**config.mk**
```make
export PLATFORM = sky130hd
export DESIGN_NAME = fetch_redirect_ctrl
export DESIGN_NICKNAME = d
export VERILOG_FILES = /design/src/rtl/fetch_redirect_ctrl.sv
export SDC_FILE = /design/constraint.sdc
export NUM_CORES = 1
export LEC_CHECK = 0
export CAP_MARGIN = 20
export CORE_MARGIN = 2
export CORE_UTILIZATION = 41
export CTS_CLUSTER_SIZE = 30
export DETAILED_ROUTE_END_ITERATION = 10
export GPL_TIMING_DRIVEN = 0
export PLACE_DENSITY_LB_ADDON = 0.25
export SLEW_MARGIN = 30
export SYNTH_ARGS = -nofsm -noshare
export SYNTH_HDL_FRONTEND = slang
export SYNTH_SLANG_ARGS = --single-unit
```
**constraint.sdc**
```tcl
create_clock -name clk -period 4.7 [get_ports clk]
set_input_delay 1.175 -clock clk [delete_from_list [all_inputs] [get_ports clk]]
set_output_delay 1.175 -clock clk [all_outputs]
set_load 0.02 [all_outputs]
```
**src/rtl/fetch_redirect_ctrl.sv**
```systemverilog
// rtl/fetch_redirect_ctrl.sv - fetch PC generation, IF/ID register and branch-redirect squash control
//
// Parameters:
//   RESET_PC      - PC loaded on reset
//   SQUASH_CYCLES - consecutive FlushD cycles per redirect (1..4)
// Optional feature macro:
//   FETCH_REDIRECT_COUNT_EN - when defined, RedirectCount counts accepted redirects
//                             (saturating); otherwise RedirectCount is tied to 0
// Ports:
//   clk, rst             - clock, asynchronous active-high reset
//   PCsrcE, PCtargetE    - redirect request and target from Execute
//   StallF, StallD       - hold requests for the PC and the IF/ID register
//   InstrF               - instruction fetched at PCF
//   PCF                  - current fetch PC
//   InstrD, PCD, PCPlus4D, ValidD - IF/ID register contents
//   FlushD, FlushE       - IF/ID squash in progress, ID/EX squash request
//   RedirectCount        - number of accepted redirects

module fetch_redirect_ctrl #(
    parameter logic [31:0] RESET_PC      = 32'h0000_0000,
    parameter int          SQUASH_CYCLES = 1
) (
    input  logic        clk,
    input  logic        rst,
    input  logic        PCsrcE,
    input  logic [31:0] PCtargetE,
    input  logic        StallF,
    input  logic        StallD,
    input  logic [31:0] InstrF,
    output logic [31:0] PCF,
    output logic [31:0] InstrD,
    output logic [31:0] PCD,
    output logic [31:0] PCPlus4D,
    output logic        ValidD,
    output logic        FlushD,
    output logic        FlushE,
    output logic [31:0] RedirectCount
);

    localparam logic [31:0] NOP_INSTR   = 32'h0000_0013;
    localparam logic [2:0]  CNT_RELOAD  = 3'(SQUASH_CYCLES - 1);
    localparam logic [0:0]  ST_RUN      = 1'b0;
    localparam logic [0:0]  ST_SQUASH   = 1'b1;

    logic [31:0] r_pcf;
    logic [31:0] r_instrd;
    logic [31:0] r_pcd;
    logic [31:0] r_pcplus4d;
    logic        r_validd;
    logic [2:0]  r_cnt;

    logic [31:0] w_target;
    logic [31:0] w_pcf_plus4;
    logic [31:0] w_next_pc;
    logic [0:0]  w_state;
    logic        w_flushd;

    // Targets are forced word-aligned; the low bits are masked rather than
    // sliced so the full target bus is consumed.
    assign w_target    = PCtargetE & 32'hFFFF_FFFC;
    assign w_pcf_plus4 = r_pcf + 32'd4;

    always_comb begin
        w_next_pc = w_pcf_plus4;
        if (PCsrcE) begin
            w_next_pc = w_target;
        end else if (StallF) begin
            w_next_pc = r_pcf;
        end
    end

    assign w_state  = (r_cnt != 3'd0) ? ST_SQUASH : ST_RUN;
    // The redirect cycle itself is flushed combinationally; the counter only
    // covers the extra cycles after it.
    assign w_flushd = PCsrcE | (w_state == ST_SQUASH);

    always_ff @(posedge clk or posedge rst) begin
        if (rst) begin
            r_pcf <= RESET_PC;
        end else begin
            r_pcf <= w_next_pc;
        end
    end

    // A new redirect restarts the count even while already squashing, so the
    // latest redirect always gets its full squash window. Stalls never freeze it.
    always_ff @(posedge clk or posedge rst) begin
        if (rst) begin
            r_cnt <= 3'd0;
        end else if (PCsrcE) begin
            r_cnt <= CNT_RELOAD;
        end else if (r_cnt != 3'd0) begin
            r_cnt <= r_cnt - 3'd1;
        end
    end

    // Flush has priority over stall: a squashed slot must not be held.
    always_ff @(posedge clk or posedge rst) begin
        if (rst) begin
            r_instrd   <= NOP_INSTR;
            r_pcd      <= 32'd0;
            r_pcplus4d <= 32'd0;
            r_validd   <= 1'b0;
        end else if (w_flushd) begin
            r_instrd   <= NOP_INSTR;
            r_pcd      <= 32'd0;
            r_pcplus4d <= 32'd0;
            r_validd   <= 1'b0;
        end else if (!StallD) begin
            r_instrd   <= InstrF;
            r_pcd      <= r_pcf;
            r_pcplus4d <= w_pcf_plus4;
            r_validd   <= 1'b1;
        end
    end

`ifdef FETCH_REDIRECT_COUNT_EN
    logic [31:0] r_redirect_count;

    always_ff @(posedge clk or posedge rst) begin
        if (rst) begin
            r_redirect_count <= 32'd0;
        end else if (PCsrcE && (r_redirect_count != 32'hFFFF_FFFF)) begin
            r_redirect_count <= r_redirect_count + 32'd1;
        end
    end

    assign RedirectCount = r_redirect_count;
`else
    assign RedirectCount = 32'd0;
`endif

    assign PCF      = r_pcf;
    assign InstrD   = r_instrd;
    assign PCD      = r_pcd;
    assign PCPlus4D = r_pcplus4d;
    assign ValidD   = r_validd;
    assign FlushD   = w_flushd;
    assign FlushE   = PCsrcE;

endmodule

```
Yosys cells after proc, flatten, opt, wreduce, memory -nomap -nowiden
Cells that the tools add are included.
{"block": "op_classes", "add_sub_neg": 2, "eq_ne": 2, "muxes": 13, "bitwise": 1, "n_reduce_logical": 2}
{"cell": "$mux W32", "n": 8}
{"cell": "$add A32 B3 Y32 const B", "n": 1}
{"cell": "$mux W3", "n": 2}
{"cell": "$mux W1", "n": 3}
{"cell": "$reduce_bool A3 Y1", "n": 1}
{"cell": "$sub A3 B1 Y3 const B", "n": 1}
{"cell": "$ne A2 B1 Y1 const B", "n": 1}
{"cell": "$ne A2 B2 Y1 const B", "n": 1}
{"cell": "$reduce_bool A2 Y1", "n": 1}
{"cell": "$or A1 B1 Y1", "n": 1}
{"block": "word_totals", "ff_bits": 132, "in_bits": 69}

Longest topological paths before layout
Gate-level depths: netlist (run 1).
{"block": "logic_depth", "depth_word": 4, "depth_mapped": 9, "mapped_depth_nobuf": 6}

Worst setup path after synthesis (run 1)
No wires, ideal clock.
{"block": "synth_timing", "kind": "input -> output", "start": "input port PCsrcE", "end": "output port FlushD", "arrival_time_ps": 2088, "setup_slack_ps": 1437, "stages": 5, "n_path_buf": 3, "path_cell_list": "clkbuf_1 nor2b_1 clkbuf_1 inv_2 clkbuf_1"}
{"block": "synth_between", "elab_chain_len": 1}
{"item": "from (decl)", "line": "25", "rtl": "input logic PCsrcE,"}
{"item": "$or A1 B1 Y1", "line": "75", "rtl": "assign w_flushd = PCsrcE | (w_state == ST_SQUASH);"}
{"item": "to (decl)", "line": "35", "rtl": "output logic FlushD,"}
Every way passes these cells.

Final worst setup path (run 1)
Ends and elaborated chain as after synthesis.

==> results by group, run 1 <==
Drt
  • WL/cell: 16.1 microns
  • Drt first pass iters: 5
  • Iter 0 DRT Violations: roughly 260
  • DRC viols: 0
  • Via count: 5,133
  • Routed Antenna Nets: 0
  • DR vias/cell: 4.78
  • WL final: between 15 and 20 mm

CTS
  • Htree depth: 4
  • Hold Buf Count CTS: 0
  • Worst-path clk slew: about 0.05 ns
  • Clock Tree Root: clkbuf_16
  • CTS tree: done
  • CTS Sinks: 126
  • Post-CTS Setup Repair Bufs: 0
  • Clock Latency Late Sink: 0.41 ns
  • CTS Buf Count: 17
  • # resized after CTS: 0
  • Clock buffer depth: 2

Synthesis
  • Sequential area share after synthesis: 50.7%
  • Post-Syn Area: a little over 0.006 sq mm
  • Mean Syn Cell Area: just under 10 sq um
  • Flop and latch count out of synthesis: 126
  • Synth unique cells: 37
  • YS warnings: 0
  • Mapped Cells: 627

Placed design
  • Worst slack, placed: approximately 0.40 ns
  • HPWL after DPL: between 10 and 15 mm
  • IO buf count: ~190
  • Post-place instance area: roughly 0.0085 sq mm
  • RePlAce Congestion: 0.805
  • Placed Instances: approximately 1,000

Floorplan
  • Initial Utilization: 41.5%
  • Core area: around 0.015 sq mm
  • Die area: between 0.015 and 0.02 sq mm
  • Die height: 127 microns
  • Top Ports: 232
  • # rows: 45
  • Die W: roughly 130 microns

Final layout
  • Leading cell type in the layout, fill and taps excluded: clkdlybuf4s50_1
  • Area of the multi-input gates: roughly 0.0027 sq mm
  • Finished Core Util: 60.5%
  • # nets final: 944
  • Post-route cell area: ~0.0091 sq mm
  • Register area: between 0.003 and 0.004 sq mm
  • Layout cell share with drive strength beyond 1: ~10%
  • P&R area growth vs syn: 45.9%
  • Number of fill cells: 1,303
  • Most frequent cells in the layout: 188 x clkdlybuf4s50_1, 123 x dfrtp_1, 96 x nor2_1
  • Ant. Diodes: 0
  • Layout Cells excl Fill: 1,073

Critical path
  • Worst Setup End Kind: primary output
  • CP endpoint: FlushD
  • Stages on worst setup path: 6
  • CP bufs+invs: 5
  • Reg2reg end: PCD[20]$_DFFE_PP0P_
  • CP arrival: 3.11 ns
  • Startpoint class of the critical path: input pin
  • CP Launch Point: PCsrcE
  • Crit path max-delay family: buffers and inverters
  • Most common cell on crit path: clkbuf_1
  • Crit Path Max Fanout: 10
  • CP Class: input pin to primary output
  • FF-to-FF setup slack: 2.10 ns
  • RR Startpoint: r_cnt[0]$_DFFE_PP0N_
  • CP required: 3.52 ns
  • Register-to-Register Path Depth: 9
  • Crit path cell chain: clkbuf_1 -> nor2b_1 -> clkbuf_1 -> inv_2 -> clkbuf_1 -> clkdlybuf4s50_1
  • Slowest cell on the critical path: clkdlybuf4s50_1
  • CP peak stage delay: 0.71 ns

Power
  • Static leakage: 4.01 nW
  • Sequential Power Share: 36.0%
  • Internal: 0.00253 W
  • Maximum vdd drop: around 0.25 mV
  • Comb power frac: 29.8%
  • Psw: 0.00118 W
  • Clock Power Share: between 30% and 40%
  • Switch share: 31.8%
  • PwrDens: just over 400 mW/mm^2

Timing
  • Period utilization: between 90% and 100%
  • Setup violators final: 0
  • Final Worst Setup Slack: 0.418 ns
  • Final Skew: roughly 0.0067 ns
  • FMAX: about 230 MHz
  • Unrepaired setup endpoints after global routing: no
  • Final Max Tran Viols: 0
  • Slew @ Worst Pin: 0.914 ns
  • Slew HR: roughly 39%
  • TNS Setup: 0 ns
  • Crit path time final: ~4.3 ns
  • Final Hold Viols: 0

Global routing
  • Initial antenna violation count: 0
  • Vias in the first global route: 4,964
  • All-Layer GR Usage: 21.5%
  • First-pass GRT wire length: 27.0 mm
  • GR Overflow Total: 0
  • Largest net degree at the start of global routing: 74

Job
  • Max-Cap Viols: 0

Hold path
  • HP Class: flop to flop

Outcome
  • Outcome: finished clean
==> logic make-up (layout without fill, tap and decap cells) <==
logic type / count (synthesis) / in the layout / share of synthesized area [%]
and+or+nand+nor: 194 / 194 / 14.7
DFF: 126 / 126 / 50.7
buffers and inverters: 98 / 319 / 8.53
AOI/OAI and AO/OA: 79 / 79 / 6.38
muxes: 68 / 68 / 11.0
xor gates and xnor gates: 58 / 58 / 8.15
adders and majority gates: 3 / 3 / 0.602
other: 1 / 38 / 0.0602
==> state kept, by name, summed over array words and instances, names as in the netlist <==
register  count
PCPlus4D     30
PCF          30
r_cnt         3
PCD          30
ValidD        1
InstrD       32
==> cells in the mapped netlist <==
cell	count	area, sq um
dfrtp_1	123	3080
nor2_1	96	360
mux2i_1	66	661
xnor2_1	46	403
nand2_1	44	165
buf_4	39	293
clkbuf_1	38	143
o21ai_0	33	165
a21oi_1	28	140
o21ai_1	17	85.1
xor2_1	12	105
nor3_1	11	55.1
nand3_1	9	45.0
buf_2	8	40.0
inv_1	8	30.0
nand4_1	7	43.8
and3_1	5	31.3
nor4_1	5	31.3
nor4_2	4	50.1
buf_1	3	11.3
dfstp_2	3	78.8
ha_1	3	37.5
nor2b_1	3	18.8
and4_1	2	17.5
mux2_2	2	22.5
and2_1	1	6.26
and4b_1	1	10.0
buf_6	1	11.3
conb_1	1	3.75
inv_2	1	3.75
nand4_4	1	21.3
nand4b_1	1	8.76
nor3_2	1	10.0
nor4_4	1	21.3
o21a_1	1	7.51
or3_1	1	6.26
or4_4	1	11.3
==> metal layers <==
layer | vias up | share of wire [%] | track usage [%]
met3 | 15 | 8.0 | 6.83
met2 | 192 | 46 | 33.3
met1 | 2431 | 45 | 29.2
met4 | 0 | 1.2 | 6.01
met5 | - | 0 | 0
li1 | 2495 | - | -
==> through the flow <==
| step | total power [W] | hold WS [ns] |
|---|---|---|
| 6_report | 0.00371 | 0.478 |
| 2_1_floorplan | 0.00197 | 0.480 |
| 4_1_cts | 0.00375 | 0.479 |
| 3_3_place_gp | 0.00244 | 0.460 |
| 5_1_grt | 0.00390 | 0.496 |
| 3_5_place_dp | 0.00246 | 0.467 |
==> power by group through the flow <==
| stage | sequential [W] | combinational [W] | clock [W] |
|---|---|---|---|
| finish | 0.00134 | 0.00110 | 0.00127 |
| global route | 0.00135 | 0.00120 | 0.00135 |
| CTS | 0.00134 | 0.00112 | 0.00130 |
| detailed placement | 0.00135 | 0.00111 | 0 |
| global placement | 0.00135 | 0.00110 | 0 |
| floorplan | 0.00150 | 0.000461 | 0 |
==> how the worst min path moves through the flow <==
stage	from	end	slack [ns]	cells after the start
after floorplan	r_cnt[1]$_DFFE_PP0N_	r_cnt[1]$_DFFE_PP0N_	0.48	2
after global placement	ValidD$_DFFE_PP0P_	ValidD$_DFFE_PP0P_	0.46	1
after detailed placement	ValidD$_DFFE_PP0P_	ValidD$_DFFE_PP0P_	0.47	1
after CTS	ValidD$_DFFE_PP0P_	ValidD$_DFFE_PP0P_	0.48	1
after global routing	ValidD$_DFFE_PP0P_	ValidD$_DFFE_PP0P_	0.50	1
final	ValidD$_DFFE_PP0P_	ValidD$_DFFE_PP0P_	0.48	1
==> layout make-up <==
class	count	share of cell area, %
plain buffers	89	5.48
clock inverters	7	0.936
flip-flops and latches	126	34.7
inverters	9	0.454
well taps	188	2.59
repair buffers	189	21.0
clock buffers	25	5.34
multi-input cells	440	29.5
==> worst register-to-register path, stage by stage (launching register included) <==
cell      delay, ns
dfrtp_1        0.36
inv_1          0.05
ha_1           0.19
ha_1           0.25
nor2b_1        0.15
clkbuf_1       0.22
inv_2          0.17
clkbuf_1       0.43
clkbuf_1       0.51
nor2_1         0.13
Note: power is estimated with default switching activity, not from simulation.
==> run 2, diff against run 1 <==
- ABC_AREA: default -> 1
- CORE_UTILIZATION: 41 -> 40
==> run 2 against run 1 <==
  * Maximum frequency is 28% higher
  * Setup slack better by 0.93 ns
  * Highest routed layer unchanged
  * Via count is 5.2% higher
  * Design area is 0.26% higher
  * Non-clock buffer count is 22 lower
  * Area after synthesis is 0.80% lower
  * Utilization is 0.29 points lower
  * Largest cell class unchanged
  * Clock skew hardly changed
  * Largest power group is now the clock network
==> results by group, run 2 <==
Synthesis
  • Mean Syn Cell Area: 8.72 sq um (-12%)
  • Synth top area share: 49.8% (+0.40 points)
  • Mapped Cells: 709 (+13%)
  • Synth top area cells: dfrtp_1 50%, nand2_1 15%, buf_4 5.5%
  • Post-Syn Area: 0.00618 sq mm (-0.80%)
  • Most frequent cell after synthesis: nand2_1
  • Flop and latch count out of synthesis: 126 (unchanged)
  • Synth top cells by count: 255 x nand2_1, 123 x dfrtp_1, 62 x inv_1
  • YS warnings: 0 (unchanged)
  • Ys flop type: dfrtp_1
  • EDFF count, synth: 0 (unchanged)
  • Synth unique cells: 30 (-19%)
  • Sequential area share after synthesis: 51.1% (+0.41 points)
  • Synth area leader: dfrtp_1
  • Asr flop ratio synth: 100% (unchanged)

CTS
  • Hold Buf Count CTS: 0 (unchanged)
  • CTS tree: done
  • # resized after CTS: 0 (unchanged)
  • Worst-path clk slew: 0.05 ns (about the same)
  • Clock buffer depth: 2 (unchanged)
  • CTS Sinks: 126 (unchanged)
  • Htree depth: 4 (unchanged)
  • Clock Latency Late Sink: 0.42 ns (about the same)
  • CTS Buf Count: 17 (unchanged)
  • Post-CTS Setup Repair Bufs: 0 (unchanged)
  • Clock Tree Root: clkbuf_16

Drt
  • Drt first pass iters: 5 (unchanged)
  • Via count: 5,398 (+5.2%)
  • DRC viols: 0 (unchanged)
  • WL final: 17.7 mm (+2.6%)
  • Iter 0 DRT Violations: 251 (-2.0%)
  • DR vias/cell: 4.67 (-2.5%)
  • Routed Antenna Nets: 0 (unchanged)
  • WL/cell: 15.3 microns (-4.8%)

Final layout
  • Number of fill cells: 1,335 (+2.5%)
  • # nets final: 1,028 (+8.9%)
  • Post-route cell area: 0.00912 sq mm (+0.26%)
  • Max reg flops: 32 (unchanged)
  • P&R area growth vs syn: 47.5%
  • Layout cell share with drive strength beyond 1: 12.9% (+2.6 points)
  • Leading cell type in the layout, fill and taps excluded: nand2_1
  • Layout Cells excl Fill: 1,157 (+7.8%)
  • Ant. Diodes: 0 (unchanged)
  • Most frequent cells in the layout: 255 x nand2_1, 190 x clkdlybuf4s50_1, 123 x dfrtp_1

Timing
  • Crit path time final: 3.35 ns (-0.928 ns)
  • Final Worst Setup Slack: 1.35 ns (+0.928 ns)
  • Final Skew: 0.00682 ns (+0.0000958 ns)
  • Slew @ Worst Pin: 0.603 ns (-0.311 ns)
  • TNS Setup: 0 ns (unchanged)
  • Slew HR: 59.7% (+21 points)
  • Period utilization: 71.4% (-20 points)
  • FMAX: 298 MHz (+28%)
  • Setup violators final: 0 (unchanged)
  • Unrepaired setup endpoints after global routing: no
  • Final Max Tran Viols: 0 (unchanged)
  • Final Hold Viols: 0 (unchanged)

Critical path
  • FF-to-FF setup slack: 2.69 ns (+0.59 ns)
  • CP Launch Point: PCsrcE
  • CP Class: input pin to primary output
  • Register-to-Register Path Depth: 10 (+1)
  • Reg2reg end: PCD[24]$_DFFE_PP0P_
  • Worst Setup End Kind: primary output
  • Crit path cell chain: buf_2 -> nor2_4 -> inv_2 -> clkdlybuf4s50_1
  • CP peak stage delay: 0.63 ns (-0.08 ns)
  • Startpoint class of the critical path: input pin
  • CP endpoint: FlushD
  • Slowest cell on the critical path: clkdlybuf4s50_1
  • CP required: 3.52 ns (about the same)
  • RR Startpoint: r_cnt[0]$_DFFE_PP0N_
  • Crit Path Max Fanout: 8 (-2)
  • CP arrival: 2.18 ns (-0.93 ns)

Global routing
  • First-pass GRT wire length: 27.7 mm (+2.5%)
  • All-Layer GR Usage: 22.0% (+0.57 points)
  • Largest net degree at the start of global routing: 88 (+19%)
  • GR Overflow Total: 0 (unchanged)
  • Vias in the first global route: 5,133 (+3.4%)
  • Initial antenna violation count: 0 (unchanged)

Power
  • Maximum vdd drop: 0.264 mV (+4.4%)
  • Static leakage: 4.50 nW (+12%)
  • PwrDens: 410 mW/mm^2 (+0.36%)

Floorplan
  • Core area: 0.0151 sq mm (+0.75%)
  • # rows: 45 (unchanged)
  • Initial Utilization: 40.8% (-0.64 points)
  • Die height: 128 microns (+0.81%)
  • Die W: 128 microns (+0.81%)
  • Top Ports: 232 (unchanged)
  • Die area: 0.0165 sq mm (+1.6%)

Placed design
  • IO buf count: 190 (+1.1%)
  • RePlAce Congestion: 0.823 (+2.3%)
  • HPWL after DPL: 13.1 mm (+6.5%)
  • Worst slack, placed: 1.33 ns (+0.933 ns)
  • Post-place instance area: 0.00849 sq mm (-0.35%)
  • Placed Instances: 1,125 (+8.1%)

Outcome
  • Outcome: finished clean

Hold path
  • HP Class: flop to flop

Job
  • Max-Cap Viols: 0 (unchanged)
[run 2: worst max-delay path: cells and delay by family]
kind / cells / cell delay [ns]
buffers and inverters: 3 / 0.94
AND/OR/NAND/NOR: 1 / 0.07
[run 2: worst min-delay path by stage]
| stage | start | to | slack (ns) | cells after the start |
|---|---|---|---|---|
| 2_1_floorplan | r_cnt[1]$_DFFE_PP0N_ | r_cnt[1]$_DFFE_PP0N_ | 0.45 | 2 |
| 3_3_place_gp | PCPlus4D[19]$_DFFE_PP0P_ | PCPlus4D[19]$_DFFE_PP0P_ | 0.46 | 2 |
| 3_5_place_dp | PCPlus4D[11]$_DFFE_PP0P_ | PCPlus4D[11]$_DFFE_PP0P_ | 0.46 | 2 |
| 4_1_cts | PCPlus4D[11]$_DFFE_PP0P_ | PCPlus4D[11]$_DFFE_PP0P_ | 0.48 | 2 |
| 5_1_grt | PCD[11]$_DFFE_PP0P_ | PCD[11]$_DFFE_PP0P_ | 0.50 | 2 |
| 6_report | PCPlus4D[5]$_DFFE_PP0P_ | PCPlus4D[5]$_DFFE_PP0P_ | 0.48 | 2 |
[run 2: per-layer routing]
| layer | vias to the layer above | routed length (microns) | GRT usage (%) |
|---|---|---|---|
| met5 | - | 0 | 0 |
| met4 | 0 | 138 | 4.85 |
| met3 | 14 | 1270 | 6.26 |
| met2 | 199 | 8290 | 36.0 |
| met1 | 2530 | 8010 | 29.5 |
| li1 | 2655 | - | - |
[run 2: layout make-up]
type                    instances  area [sq um]  share of cell area [%]
clock inverters                11           164                    1.80
well taps                     188           235                    2.58
clock buffers                  21           460                    5.05
inverters                      66           255                    2.80
plain buffers                  65           428                    4.69
flip-flops and latches        126          3160                    34.6
repair buffers                191          1930                    21.2
multi-input cells             489          2490                    27.3
[run 2: logic make-up after synthesis]
| family | count (synthesis) | synth area share, % |
|---|---|---|
| and+or+nand+nor | 327 | 23.6 |
| xor gates and xnor gates | 15 | 2.61 |
| buffers and inverters | 131 | 10.9 |
| AOI/OAI and AO/OA | 106 | 11.2 |
| DFF | 126 | 51.1 |
| adders and majority gates | 3 | 0.607 |
| other | 1 | 0.0607 |
[run 2: where the power goes]
| part | leakage (nW) | total (W) | switching [W] | internal (W) |
|---|---|---|---|---|
| logic | 2.53 | 0.00101 | 0.000581 | 0.000434 |
| registers | 1.67 | 0.00133 | 0.000104 | 0.00122 |
| clock network | 0.303 | 0.00139 | 0.000480 | 0.000912 |
| total | 4.50 | 0.00373 | 0.00116 | 0.00257 |
[run 2: stage by stage]
step	util, %	hold WS [ns]	power (W)
after detailed placement	56.1	0.464	0.00237
after global placement	55.8	0.463	0.00235
after global routing	60.2	0.498	0.00392
final	60.2	0.478	0.00373
after CTS	60.2	0.479	0.00377
after floorplan	-	0.452	0.00190
